`src/rtl/ex_mem_stage_if.sv`:
```
// EX/MEM stage bus: EX-side inputs, the registered MEM-side outputs and the
// redirect/flush signals back to the front end.
interface ex_mem_stage_if #(
  parameter int DATA_WIDTH     = 32,
  parameter int REG_ADDR_WIDTH = 5,
  parameter int CNT_WIDTH      = 32
);

  logic                      Stall;
  logic                      Valid_in;
  logic [DATA_WIDTH-1:0]     ALUResult_in;
  logic                      Zero_in;
  logic [DATA_WIDTH-1:0]     PCPlus4_in;
  logic [DATA_WIDTH-1:0]     SignExtImm_in;
  logic [DATA_WIDTH-1:0]     RtData_in;
  logic [REG_ADDR_WIDTH-1:0] WriteReg_in;
  logic                      RegWrite_in;
  logic                      MemRead_in;
  logic                      MemWrite_in;
  logic                      MemToReg_in;
  logic                      Branch_in;
  logic                      Jump_in;
  logic                      JumpReg_in;

  logic                      Valid_out;
  logic [DATA_WIDTH-1:0]     ALUResult_out;
  logic [DATA_WIDTH-1:0]     RtData_out;
  logic [REG_ADDR_WIDTH-1:0] WriteReg_out;
  logic                      RegWrite_out;
  logic                      MemRead_out;
  logic                      MemWrite_out;
  logic                      MemToReg_out;
  logic                      BranchTaken;
  logic [DATA_WIDTH-1:0]     PCTarget;
  logic                      FlushOut;
  logic [CNT_WIDTH-1:0]      RetiredCount;
  logic [CNT_WIDTH-1:0]      TakenCount;

  // The pipeline stage itself.
  modport slave (
    input  Stall, Valid_in, ALUResult_in, Zero_in, PCPlus4_in, SignExtImm_in,
           RtData_in, WriteReg_in, RegWrite_in, MemRead_in, MemWrite_in,
           MemToReg_in, Branch_in, Jump_in, JumpReg_in,
    output Valid_out, ALUResult_out, RtData_out, WriteReg_out, RegWrite_out,
           MemRead_out, MemWrite_out, MemToReg_out, BranchTaken, PCTarget,
           FlushOut, RetiredCount, TakenCount
  );

  // The surrounding pipeline (EX stage, MEM stage, fetch redirect).
  modport master (
    output Stall, Valid_in, ALUResult_in, Zero_in, PCPlus4_in, SignExtImm_in,
           RtData_in, WriteReg_in, RegWrite_in, MemRead_in, MemWrite_in,
           MemToReg_in, Branch_in, Jump_in, JumpReg_in,
    input  Valid_out, ALUResult_out, RtData_out, WriteReg_out, RegWrite_out,
           MemRead_out, MemWrite_out, MemToReg_out, BranchTaken, PCTarget,
           FlushOut, RetiredCount, TakenCount
  );

endinterface

```
`src/rtl/ex_mem_stage.sv`:
```
// EX/MEM pipeline register with branch/jump resolution, registered PC
// redirect, one-cycle front-end flush and debug performance counters.
//
// A taken instruction raises BranchTaken for one capture cycle. While it is
// high, the instruction arriving from EX is the one fetched down the wrong
// path, so it is converted to a bubble here (its controls are cleared and it
// cannot itself redirect). Stall freezes everything, including that pending
// squash, so the squash lands on the first non-stalled capture.
module ex_mem_stage #(
  parameter int DATA_WIDTH     = 32,
  parameter int REG_ADDR_WIDTH = 5,
  parameter int CNT_WIDTH      = 32
) (
  input  logic           Clk,
  input  logic           Reset,
  ex_mem_stage_if.slave  bus
);

  logic                      valid_q;
  logic [DATA_WIDTH-1:0]     alu_result_q;
  logic [DATA_WIDTH-1:0]     rt_data_q;
  logic [REG_ADDR_WIDTH-1:0] write_reg_q;
  logic                      reg_write_q;
  logic                      mem_read_q;
  logic                      mem_write_q;
  logic                      mem_to_reg_q;
  logic                      taken_q;
  logic [DATA_WIDTH-1:0]     target_q;
  logic [CNT_WIDTH-1:0]      retired_q;
  logic [CNT_WIDTH-1:0]      taken_cnt_q;

  logic                      squash;
  logic                      eff_valid;
  logic                      is_jump;
  logic                      take;
  logic [DATA_WIDTH-1:0]     branch_target;
  logic [DATA_WIDTH-1:0]     next_target;

  // Resolve slot validity, the redirect decision and the candidate target.
  always_comb begin
    squash        = taken_q;
    eff_valid     = bus.Valid_in & ~squash;
    is_jump       = bus.Jump_in | bus.JumpReg_in;
    take          = eff_valid & ((bus.Branch_in & bus.Zero_in) | is_jump);
    // Word offset scaled to bytes; the sum wraps silently at the top of memory.
    branch_target = bus.PCPlus4_in + (bus.SignExtImm_in << 2);
    // Jumps carry their absolute target on the ALU result and beat a branch.
    next_target   = is_jump ? bus.ALUResult_in : branch_target;
  end

  // Pipeline register: reset clears all, stall holds all, otherwise capture.
  always_ff @(posedge Clk) begin
    if (Reset) begin
      valid_q      <= 1'b0;
      alu_result_q <= '0;
      rt_data_q    <= '0;
      write_reg_q  <= '0;
      reg_write_q  <= 1'b0;
      mem_read_q   <= 1'b0;
      mem_write_q  <= 1'b0;
      mem_to_reg_q <= 1'b0;
    end else if (!bus.Stall) begin
      valid_q      <= eff_valid;
      alu_result_q <= bus.ALUResult_in;
      rt_data_q    <= bus.RtData_in;
      write_reg_q  <= bus.WriteReg_in;
      // Bubbles and squashed slots must never write the register file or memory.
      reg_write_q  <= bus.RegWrite_in & eff_valid;
      mem_read_q   <= bus.MemRead_in  & eff_valid;
      mem_write_q  <= bus.MemWrite_in & eff_valid;
      mem_to_reg_q <= bus.MemToReg_in & eff_valid;
    end
  end

  // Redirect state: taken flag each capture, target only when a redirect happens.
  always_ff @(posedge Clk) begin
    if (Reset) begin
      taken_q  <= 1'b0;
      target_q <= '0;
    end else if (!bus.Stall) begin
      taken_q <= take;
      if (take) begin
        target_q <= next_target;
      end
    end
  end

  // Debug counters; both wrap naturally at all-ones.
  always_ff @(posedge Clk) begin
    if (Reset) begin
      retired_q   <= '0;
      taken_cnt_q <= '0;
    end else if (!bus.Stall) begin
      if (eff_valid) begin
        retired_q <= retired_q + CNT_WIDTH'(1);
      end
      if (take) begin
        taken_cnt_q <= taken_cnt_q + CNT_WIDTH'(1);
      end
    end
  end

  assign bus.Valid_out     = valid_q;
  assign bus.ALUResult_out = alu_result_q;
  assign bus.RtData_out    = rt_data_q;
  assign bus.WriteReg_out  = write_reg_q;
  assign bus.RegWrite_out  = reg_write_q;
  assign bus.MemRead_out   = mem_read_q;
  assign bus.MemWrite_out  = mem_write_q;
  assign bus.MemToReg_out  = mem_to_reg_q;
  assign bus.BranchTaken   = taken_q;
  assign bus.PCTarget      = target_q;
  assign bus.FlushOut      = taken_q;
  assign bus.RetiredCount  = retired_q;
  assign bus.TakenCount    = taken_cnt_q;

endmodule

```
`src/flat_wrapper.sv`:
```
// flat-port wrapper written by rule: the top's interface ports become plain ports
module ex_mem_stage_flat 
#(
  parameter int DATA_WIDTH     = 32,
  parameter int REG_ADDR_WIDTH = 5,
  parameter int CNT_WIDTH      = 32
)
  (Clk, Reset, bus_Stall, bus_Valid_in, bus_ALUResult_in, bus_Zero_in, bus_PCPlus4_in, bus_SignExtImm_in, bus_RtData_in, bus_WriteReg_in, bus_RegWrite_in, bus_MemRead_in, bus_MemWrite_in, bus_MemToReg_in, bus_Branch_in, bus_Jump_in, bus_JumpReg_in, bus_Valid_out, bus_ALUResult_out, bus_RtData_out, bus_WriteReg_out, bus_RegWrite_out, bus_MemRead_out, bus_MemWrite_out, bus_MemToReg_out, bus_BranchTaken, bus_PCTarget, bus_FlushOut, bus_RetiredCount, bus_TakenCount);
  ex_mem_stage_if #(.DATA_WIDTH(DATA_WIDTH), .REG_ADDR_WIDTH(REG_ADDR_WIDTH), .CNT_WIDTH(CNT_WIDTH)) bus_i ();
  input  logic Clk;
  input  logic Reset;
  input wire logic [$bits(bus_i.Stall)-1:0] bus_Stall;
  input wire logic [$bits(bus_i.Valid_in)-1:0] bus_Valid_in;
  input wire logic [$bits(bus_i.ALUResult_in)-1:0] bus_ALUResult_in;
  input wire logic [$bits(bus_i.Zero_in)-1:0] bus_Zero_in;
  input wire logic [$bits(bus_i.PCPlus4_in)-1:0] bus_PCPlus4_in;
  input wire logic [$bits(bus_i.SignExtImm_in)-1:0] bus_SignExtImm_in;
  input wire logic [$bits(bus_i.RtData_in)-1:0] bus_RtData_in;
  input wire logic [$bits(bus_i.WriteReg_in)-1:0] bus_WriteReg_in;
  input wire logic [$bits(bus_i.RegWrite_in)-1:0] bus_RegWrite_in;
  input wire logic [$bits(bus_i.MemRead_in)-1:0] bus_MemRead_in;
  input wire logic [$bits(bus_i.MemWrite_in)-1:0] bus_MemWrite_in;
  input wire logic [$bits(bus_i.MemToReg_in)-1:0] bus_MemToReg_in;
  input wire logic [$bits(bus_i.Branch_in)-1:0] bus_Branch_in;
  input wire logic [$bits(bus_i.Jump_in)-1:0] bus_Jump_in;
  input wire logic [$bits(bus_i.JumpReg_in)-1:0] bus_JumpReg_in;
  output wire logic [$bits(bus_i.Valid_out)-1:0] bus_Valid_out;
  output wire logic [$bits(bus_i.ALUResult_out)-1:0] bus_ALUResult_out;
  output wire logic [$bits(bus_i.RtData_out)-1:0] bus_RtData_out;
  output wire logic [$bits(bus_i.WriteReg_out)-1:0] bus_WriteReg_out;
  output wire logic [$bits(bus_i.RegWrite_out)-1:0] bus_RegWrite_out;
  output wire logic [$bits(bus_i.MemRead_out)-1:0] bus_MemRead_out;
  output wire logic [$bits(bus_i.MemWrite_out)-1:0] bus_MemWrite_out;
  output wire logic [$bits(bus_i.MemToReg_out)-1:0] bus_MemToReg_out;
  output wire logic [$bits(bus_i.BranchTaken)-1:0] bus_BranchTaken;
  output wire logic [$bits(bus_i.PCTarget)-1:0] bus_PCTarget;
  output wire logic [$bits(bus_i.FlushOut)-1:0] bus_FlushOut;
  output wire logic [$bits(bus_i.RetiredCount)-1:0] bus_RetiredCount;
  output wire logic [$bits(bus_i.TakenCount)-1:0] bus_TakenCount;
  assign bus_i.Stall = bus_Stall;
  assign bus_i.Valid_in = bus_Valid_in;
  assign bus_i.ALUResult_in = bus_ALUResult_in;
  assign bus_i.Zero_in = bus_Zero_in;
  assign bus_i.PCPlus4_in = bus_PCPlus4_in;
  assign bus_i.SignExtImm_in = bus_SignExtImm_in;
  assign bus_i.RtData_in = bus_RtData_in;
  assign bus_i.WriteReg_in = bus_WriteReg_in;
  assign bus_i.RegWrite_in = bus_RegWrite_in;
  assign bus_i.MemRead_in = bus_MemRead_in;
  assign bus_i.MemWrite_in = bus_MemWrite_in;
  assign bus_i.MemToReg_in = bus_MemToReg_in;
  assign bus_i.Branch_in = bus_Branch_in;
  assign bus_i.Jump_in = bus_Jump_in;
  assign bus_i.JumpReg_in = bus_JumpReg_in;
  assign bus_Valid_out = bus_i.Valid_out;
  assign bus_ALUResult_out = bus_i.ALUResult_out;
  assign bus_RtData_out = bus_i.RtData_out;
  assign bus_WriteReg_out = bus_i.WriteReg_out;
  assign bus_RegWrite_out = bus_i.RegWrite_out;
  assign bus_MemRead_out = bus_i.MemRead_out;
  assign bus_MemWrite_out = bus_i.MemWrite_out;
  assign bus_MemToReg_out = bus_i.MemToReg_out;
  assign bus_BranchTaken = bus_i.BranchTaken;
  assign bus_PCTarget = bus_i.PCTarget;
  assign bus_FlushOut = bus_i.FlushOut;
  assign bus_RetiredCount = bus_i.RetiredCount;
  assign bus_TakenCount = bus_i.TakenCount;
  ex_mem_stage #(.DATA_WIDTH(DATA_WIDTH), .REG_ADDR_WIDTH(REG_ADDR_WIDTH), .CNT_WIDTH(CNT_WIDTH)) u_core (.Clk(Clk), .Reset(Reset), .bus(bus_i));
endmodule
```
`config.mk`:
```
export PLATFORM = sky130hd
export DESIGN_NAME = ex_mem_stage_flat
export DESIGN_NICKNAME = d
export VERILOG_FILES = /design/src/rtl/ex_mem_stage_if.sv /design/src/rtl/ex_mem_stage.sv /design/src/flat_wrapper.sv
export SDC_FILE = /design/constraint.sdc
export NUM_CORES = 1
export LEC_CHECK = 0
export ABC_AREA = 1
export CORE_ASPECT_RATIO = 0.5
export CORE_MARGIN = 2
export CORE_UTILIZATION = 25
export CTS_CLUSTER_DIAMETER = 200
export DETAILED_ROUTE_END_ITERATION = 8
export MAX_ROUTING_LAYER = met4
export PLACE_DENSITY_LB_ADDON = 0.2
export SLEW_MARGIN = 25
export SYNTH_ARGS = -nofsm -noshare
export SYNTH_HDL_FRONTEND = slang
export SYNTH_SLANG_ARGS = --single-unit
```
`constraint.sdc`:
```
create_clock -name Clk -period 6.1 [get_ports Clk]
set_input_delay 1.22 -clock Clk [delete_from_list [all_inputs] [get_ports Clk]]
set_output_delay 1.22 -clock Clk [all_outputs]
set_load 0.05 [all_outputs]
```
# [Yosys cells after proc, flatten, opt, wreduce, memory -nomap -nowiden]
# Index checks and enable logic that the tools add are counted.
[classes] add_sub_neg=3 mux=1 bitwise=11 n_reduce_logical=2
[op_table] operator="$add 32x1->32 const B" count=2
[op_table] operator="$add 32x32->32" count=1
[op_table] operator="$mux 32" count=1
[op_table] operator="$and 1x1->1" count=7
[op_table] operator="$reduce_and 2->1" count=2
[op_table] operator="$not 1->1" count=2
[op_table] operator="$or 1x1->1" count=2
[totals] ff_bits=171 input_bits=145 output_inout_bits=172 elab_cells=29

# [Logic depth before layout (Yosys ltp)]
[depth] depth_word=4 depth_mapped=13 depth_no_buf=13

# [Least setup slack after synthesis]
# OpenSTA, ideal clock, no wires.
[synth_timing] path_kind="input port to flip-flop" startpoint="input port bus_SignExtImm_in[0]" endpoint="register u_core.target_q[22] (netlist: u_core.bus.PCTarget[22])" arrival_ps=2624 t_required_ps=5968 setup_slack_ps=3344 cell_stages=12 path_buffers=0 path_cell_list="ha_1 > fa_1 > nand3_1 > nand3_1 > nand3_1 > nand3_1 > nand3_1 > nand2_1 > nand2_1 > nand3_1 > nand2_1 > a21oi_1"
[synth_between] elab_chain_cells=2
[synth_lines] element="start, declared" line="flat_wrapper.sv:17" rtl="input wire logic [$bits(bus_i.SignExtImm_in)-1:0] bus_SignExtImm_in;"
[synth_lines] element="$add 32x32->32" line="ex_mem_stage.sv:46" rtl="branch_target = bus.PCPlus4_in + (bus.SignExtImm_in << 2);"
[synth_lines] element="$mux 32" line="ex_mem_stage.sv:48" rtl="next_target = is_jump ? bus.ALUResult_in : branch_target;"
[synth_lines] element="end signal, assigned" line="ex_mem_stage.sv:83" rtl="target_q <= next_target;"
[synth_lines] element="end, declared" line="ex_mem_stage.sv:28" rtl="logic [DATA_WIDTH-1:0] target_q;"
# Every way passes these cells.
# A chain may end at the register's enable or synchronous reset.

# [Final worst setup path]
[layout_timing] startpoint="input port bus_JumpReg_in" endpoint="register u_core.target_q[1] (netlist: u_core.bus.PCTarget[1])"
[layout_between] elab_chain_cells=4 word_cells_on_any_way=5 classes_between="mux: 1; bitwise: 3; reduce/logical: 1"
[layout_lines] element="start, declared" line="flat_wrapper.sv:26" rtl="input wire logic [$bits(bus_i.JumpReg_in)-1:0] bus_JumpReg_in;"
[layout_lines] element="$or 1x1->1 *" line="ex_mem_stage.sv:43" rtl="is_jump = bus.Jump_in | bus.JumpReg_in;"
[layout_lines] element="$or 1x1->1" line="ex_mem_stage.sv:44" rtl="take = eff_valid & ((bus.Branch_in & bus.Zero_in) | is_jump);"
[layout_lines] element="$and 1x1->1" line="ex_mem_stage.sv:44"
[layout_lines] element="$reduce_and 2->1 (no line)"
# Mark *: on every way between the ends. The rest lies on a longest branch, timed or not.

==> impl_metrics.prom <==
# TYPE chip_impl_metric gauge
chip_impl_metric{name="max_cap_violations",unit=""} 0
chip_impl_metric{name="fp.coreArea",unit="mm2"} 0.0375
chip_impl_info{name="start_kind",value="primary input"} 1
chip_impl_metric{name="synth-edff-count",unit=""} 0
chip_impl_metric{name="hold_violations",unit=""} 0
chip_impl_metric{name="mappedNetlistArea",unit="mm2"} 0.00954
chip_impl_metric{name="vdd.ir_drop.worst",unit="mV"} 0.178
chip_impl_metric{name="final.setup.tns",unit="ns"} 0
chip_impl_metric{name="multiplexer_area_fraction_after_synthesis",unit="%"} 0
chip_impl_info{name="synth_top_family_by_area",value="simple AND/OR/NAND/NOR gates"} 1
chip_impl_metric{name="slew_violations",unit=""} 0
chip_impl_metric{name="crit_buf_inv",unit=""} 3
chip_impl_metric{name="die_area",unit="mm2"} 0.0398
chip_impl_metric{name="power.density_cell_area",unit="mW/mm2"} 213
chip_impl_metric{name="io_pins",unit=""} 317
chip_impl_metric{name="floorplan.rows",unit=""} 50
chip_impl_metric{name="cts_buffer_depth",unit=""} 2
chip_impl_metric{name="dpl.hpwl",unit="um"} 26600
chip_impl_metric{name="hold_ws",unit="ns"} 0.466
chip_impl_metric{name="finalCritPeriodShare",unit="%"} 58.4
chip_impl_metric{name="setup_viol",unit=""} 0
chip_impl_metric{name="pre_repair_dr_iteration_count",unit=""} 5
chip_impl_metric{name="post_cts.resized_instances",unit=""} 0
chip_impl_metric{name="vias_in_the_first_global_route",unit=""} 9472
chip_impl_metric{name="drc",unit=""} 0
chip_impl_metric{name="yosysUniqueCellTypes",unit=""} 39
chip_impl_info{name="timing.critical_path.max_delay_family",value="buffers and inverters"} 1
chip_impl_metric{name="max-slew-margin-rel",unit="%"} 46.8
chip_impl_info{name="cell_accounting_for_the_most_synthesized_area",value="sky130_fd_sc_hd__dfxtp_1"} 1
chip_impl_metric{name="clkSinkCount",unit=""} 171
chip_impl_metric{name="cts.htree.levels",unit=""} 4
chip_impl_metric{name="simple_gate_area_share_of_the_yosys_netlist",unit="%"} 31.6
chip_impl_metric{name="global_route_wire_length_before_repair",unit="um"} 53300
chip_impl_metric{name="fin_skew",unit="ns"} 0.00559
chip_impl_metric{name="internal-power",unit="W"} 0.00198
chip_impl_metric{name="synth_nets",unit=""} 1654
chip_impl_metric{name="power.leakage",unit="nW"} 5.60
chip_impl_metric{name="groute.usage.overall",unit="%"} 17.8
chip_impl_metric{name="drtIter0Drc",unit=""} 599
chip_impl_info{name="outcome",value="finished clean"} 1
chip_impl_metric{name="share_of_power_burned_in_registers",unit="%"} 40.8
chip_impl_info{name="critical_path_s_slowest_cell",value="sky130_fd_sc_hd__nand2_2"} 1
chip_impl_metric{name="worst_slew_pin_tran",unit="ns"} 0.797
chip_impl_metric{name="postSynth.asyncResetShare",unit="%"} 0
chip_impl_metric{name="ant_nets",unit=""} 0
chip_impl_metric{name="path_clk_slew",unit="ns"} 0.07
chip_impl_metric{name="finalPower",unit="W"} 0.00292
chip_impl_metric{name="worst_path_largest_cell_delay",unit="ns"} 0.55
chip_impl_info{name="cts.root.buffer_cell",value="sky130_fd_sc_hd__clkbuf_16"} 1
chip_impl_info{name="worstSetupEndpointType",value="flop"} 1
chip_impl_metric{name="area_growth",unit="%"} 43.3
chip_impl_info{name="synth-main-ff-cell",value="sky130_fd_sc_hd__dfxtp_1"} 1
chip_impl_metric{name="yosysTopAreaCellShare",unit="%"} 35.9
chip_impl_metric{name="nets",unit=""} 1942
chip_impl_metric{name="routabilityCongestion",unit=""} 0.856
chip_impl_metric{name="syn_avg_cell_area",unit="um2"} 6.46
chip_impl_metric{name="post_cts_buffers",unit=""} 0
chip_impl_metric{name="post_synth_xor_area_fraction",unit="%"} 3.21
chip_impl_metric{name="p_sw_share",unit="%"} 32.3
chip_impl_metric{name="port-buffer-count",unit=""} 314
chip_impl_metric{name="final.setup.worst_slack",unit="ns"} 2.54
chip_impl_metric{name="wl_per_cell",unit="um"} 15.1
chip_impl_metric{name="period_minus_slack",unit="ns"} 3.56
chip_impl_metric{name="worst_ep_arrival_time",unit="ns"} 3.85
chip_impl_info{name="synth.area.top_cells",value="sky130_fd_sc_hd__dfxtp_1, sky130_fd_sc_hd__nand2_1, sky130_fd_sc_hd__a21oi_1"} 1
chip_impl_metric{name="fmax",unit="MHz"} 281
chip_impl_metric{name="antenna_found_initial",unit=""} 1
chip_impl_metric{name="worstPathRequired",unit="ns"} 6.39
chip_impl_metric{name="route.final.wire_length",unit="um"} 34300
chip_impl_metric{name="crit_fanout",unit=""} 30
chip_impl_metric{name="cts_inserted_buffers",unit=""} 17
chip_impl_metric{name="yosysWarningCount",unit=""} 0
chip_impl_metric{name="p_clk_share",unit="%"} 34.6
chip_impl_metric{name="power.switching",unit="W"} 0.000943
chip_impl_metric{name="post-place-ws",unit="ns"} 2.03
chip_impl_info{name="unrepaired_setup_endpoints_after_global_routing",value="false"} 1
chip_impl_info{name="tritoncts",value="yes"} 1
chip_impl_metric{name="starting_density",unit="%"} 25.5
chip_impl_metric{name="synth-compound-area-share",unit="%"} 15.6
chip_impl_metric{name="postSynthRegisterBits",unit=""} 171
chip_impl_info{name="criticalPathCategory",value="in -> reg"} 1
chip_impl_metric{name="die_width",unit="um"} 280
chip_impl_info{name="crit_path_cell_trace",value="clkdlybuf4s50_1, nor2_2, buf_4, o21ai_1, nand2_2, inv_1, o21ai_0, a31oi_1"} 1
chip_impl_metric{name="routed-via-count",unit=""} 9949
chip_impl_metric{name="clk-insertion-delay-late",unit="ns"} 0.44
chip_impl_metric{name="drive_gt1_share",unit="%"} 4.22
chip_impl_metric{name="combinationalPowerShare",unit="%"} 24.7
chip_impl_metric{name="synthesized_instance_count",unit=""} 1477
chip_impl_metric{name="adder_and_majority_gate_portion_of_the_synthesized_area",unit="%"} 4.28
chip_impl_metric{name="seq_area_frac_synth",unit="%"} 35.9
chip_impl_info{name="worstHoldPathType",value="reg -> reg"} 1
chip_impl_metric{name="die_height",unit="um"} 142
chip_impl_metric{name="pin_count_of_the_biggest_net_entering_global_routing",unit=""} 76
chip_impl_metric{name="detail_route.vias_per_cell",unit=""} 4.38
chip_impl_metric{name="overflow",unit=""} 0
chip_impl_metric{name="hold_bufs_inserted_after_cts",unit=""} 0
-- through the flow --
| stage | util (%) | std cells | instance area (um2) |
|---|---|---|---|
| floorplan | - | 1477 | 9540 |
| global placement | 35.1 | 2240 | 13100 |
| global route | 36.5 | 2272 | 13700 |
| finish | 36.5 | 2272 | 13700 |
| CTS | 36.5 | 2271 | 13700 |
| detailed placement | 35.1 | 2240 | 13100 |
-- power groups by stage --
stage	Combinational [W]	Clock [W]	Sequential [W]
after detailed placement	0.000724	0	0.00121
after floorplan	0.000265	0	0.00138
after CTS	0.000726	0.00105	0.00119
final	0.000719	0.00101	0.00119
after global placement	0.000725	0	0.00121
after global routing	0.000783	0.00109	0.00119
-- cells in the mapped netlist (2+ instances only) --
| library cell | instances |
|---|---|
| sky130_fd_sc_hd__nor2_4 | 4 |
| sky130_fd_sc_hd__nor3_1 | 22 |
| sky130_fd_sc_hd__nand3_1 | 74 |
| sky130_fd_sc_hd__nand2_1 | 369 |
| sky130_fd_sc_hd__xor2_1 | 23 |
| sky130_fd_sc_hd__inv_1 | 178 |
| sky130_fd_sc_hd__nor2_1 | 198 |
| sky130_fd_sc_hd__dfxtp_1 | 171 |
| sky130_fd_sc_hd__a21boi_0 | 3 |
| sky130_fd_sc_hd__and2_1 | 2 |
| sky130_fd_sc_hd__a21o_1 | 4 |
| sky130_fd_sc_hd__buf_2 | 2 |
| sky130_fd_sc_hd__o21bai_1 | 5 |
| sky130_fd_sc_hd__xnor2_1 | 12 |
| sky130_fd_sc_hd__clkbuf_1 | 44 |
| sky130_fd_sc_hd__inv_2 | 7 |
| sky130_fd_sc_hd__ha_1 | 31 |
| sky130_fd_sc_hd__o21ai_1 | 11 |
| sky130_fd_sc_hd__a31oi_1 | 4 |
| sky130_fd_sc_hd__nand4_1 | 18 |
| sky130_fd_sc_hd__nor3_2 | 5 |
| sky130_fd_sc_hd__o21a_1 | 2 |
| sky130_fd_sc_hd__o21ai_0 | 108 |
| sky130_fd_sc_hd__nor3b_1 | 2 |
| sky130_fd_sc_hd__a21oi_1 | 149 |
| sky130_fd_sc_hd__nor2_2 | 5 |
| sky130_fd_sc_hd__buf_1 | 5 |
| sky130_fd_sc_hd__nand2_2 | 8 |
-- layer usage --
metal	up-vias	track usage (%)	share of wire, %
met4	0	4.67	1.6
met2	133	31.9	52
li1	5305	-	-
met1	4474	21.1	44
met5	-	-	0
met3	37	2.59	2.3
-- state kept, by name, summed over array words and instances (netlist names), 5 cells and up --
name                      count
u_core.bus.WriteReg_out       5
u_core.bus.TakenCount        32
u_core.bus.PCTarget          32
u_core.bus.RtData_out        32
u_core.bus.ALUResult_out     32
u_core.bus.RetiredCount      32
-- cell families after synthesis --
logic type | Yosys count
compound gates | 288
xor+xnor | 35
fa+ha+maj | 32
buf+inv | 237
flops | 171
simple gates | 714
-- layout make-up --
cell class	count	area, um2
fill	4072	23800
multi-input combinational	1069	5220
sequential	171	3420
timing repair buffer	321	3190
inverter	185	694
tap	494	618
clock buffer	23	478
clock inverter	8	45.0
antenna	1	2.50
-- worst reg2reg max path, delay by kind of cell, from the launching register on --
family | cells | cell delay (ns)
AO/OA/AOI/OAI | 2 | 0.23
buffers and inverters | 2 | 0.83
flip-flops | 1 | 0.37
AND/OR/NAND/NOR | 4 | 1.01
-- layout by cell type, fill, tap and decap left out, drive strengths merged, types with 9 or more instances in the layout --
| cell | count |
|---|---|
| o21ai | 119 |
| nand4 | 18 |
| buf | 9 |
| xor2 | 23 |
| dfxtp | 171 |
| nand3 | 76 |
| xnor2 | 12 |
| nor2 | 208 |
| inv | 185 |
| a21oi | 149 |
| clkdlybuf4s50 | 312 |
| clkbuf | 23 |
| nand2 | 377 |
| ha | 31 |
| nor3 | 28 |
-- path summary, 6_finish.rpt --
check,slack (ns),endpoint,cells past startpoint,start
setup / recovery,2.54,u_core.bus.PCTarget[1]$_SDFFE_PP0P_,8,bus_JumpReg_in
hold / removal,0.47,u_core.bus.PCTarget[12]$_SDFFE_PP0P_,2,u_core.bus.PCTarget[12]$_SDFFE_PP0P_
setup reg to reg,3.54,u_core.bus.TakenCount[3]$_SDFFE_PP0P_,8,u_core.bus.BranchTaken$_SDFFE_PP0N_
hold reg to reg,0.47,u_core.bus.PCTarget[12]$_SDFFE_PP0P_,2,u_core.bus.PCTarget[12]$_SDFFE_PP0P_
Note: power is estimated with default switching activity, not from simulation.
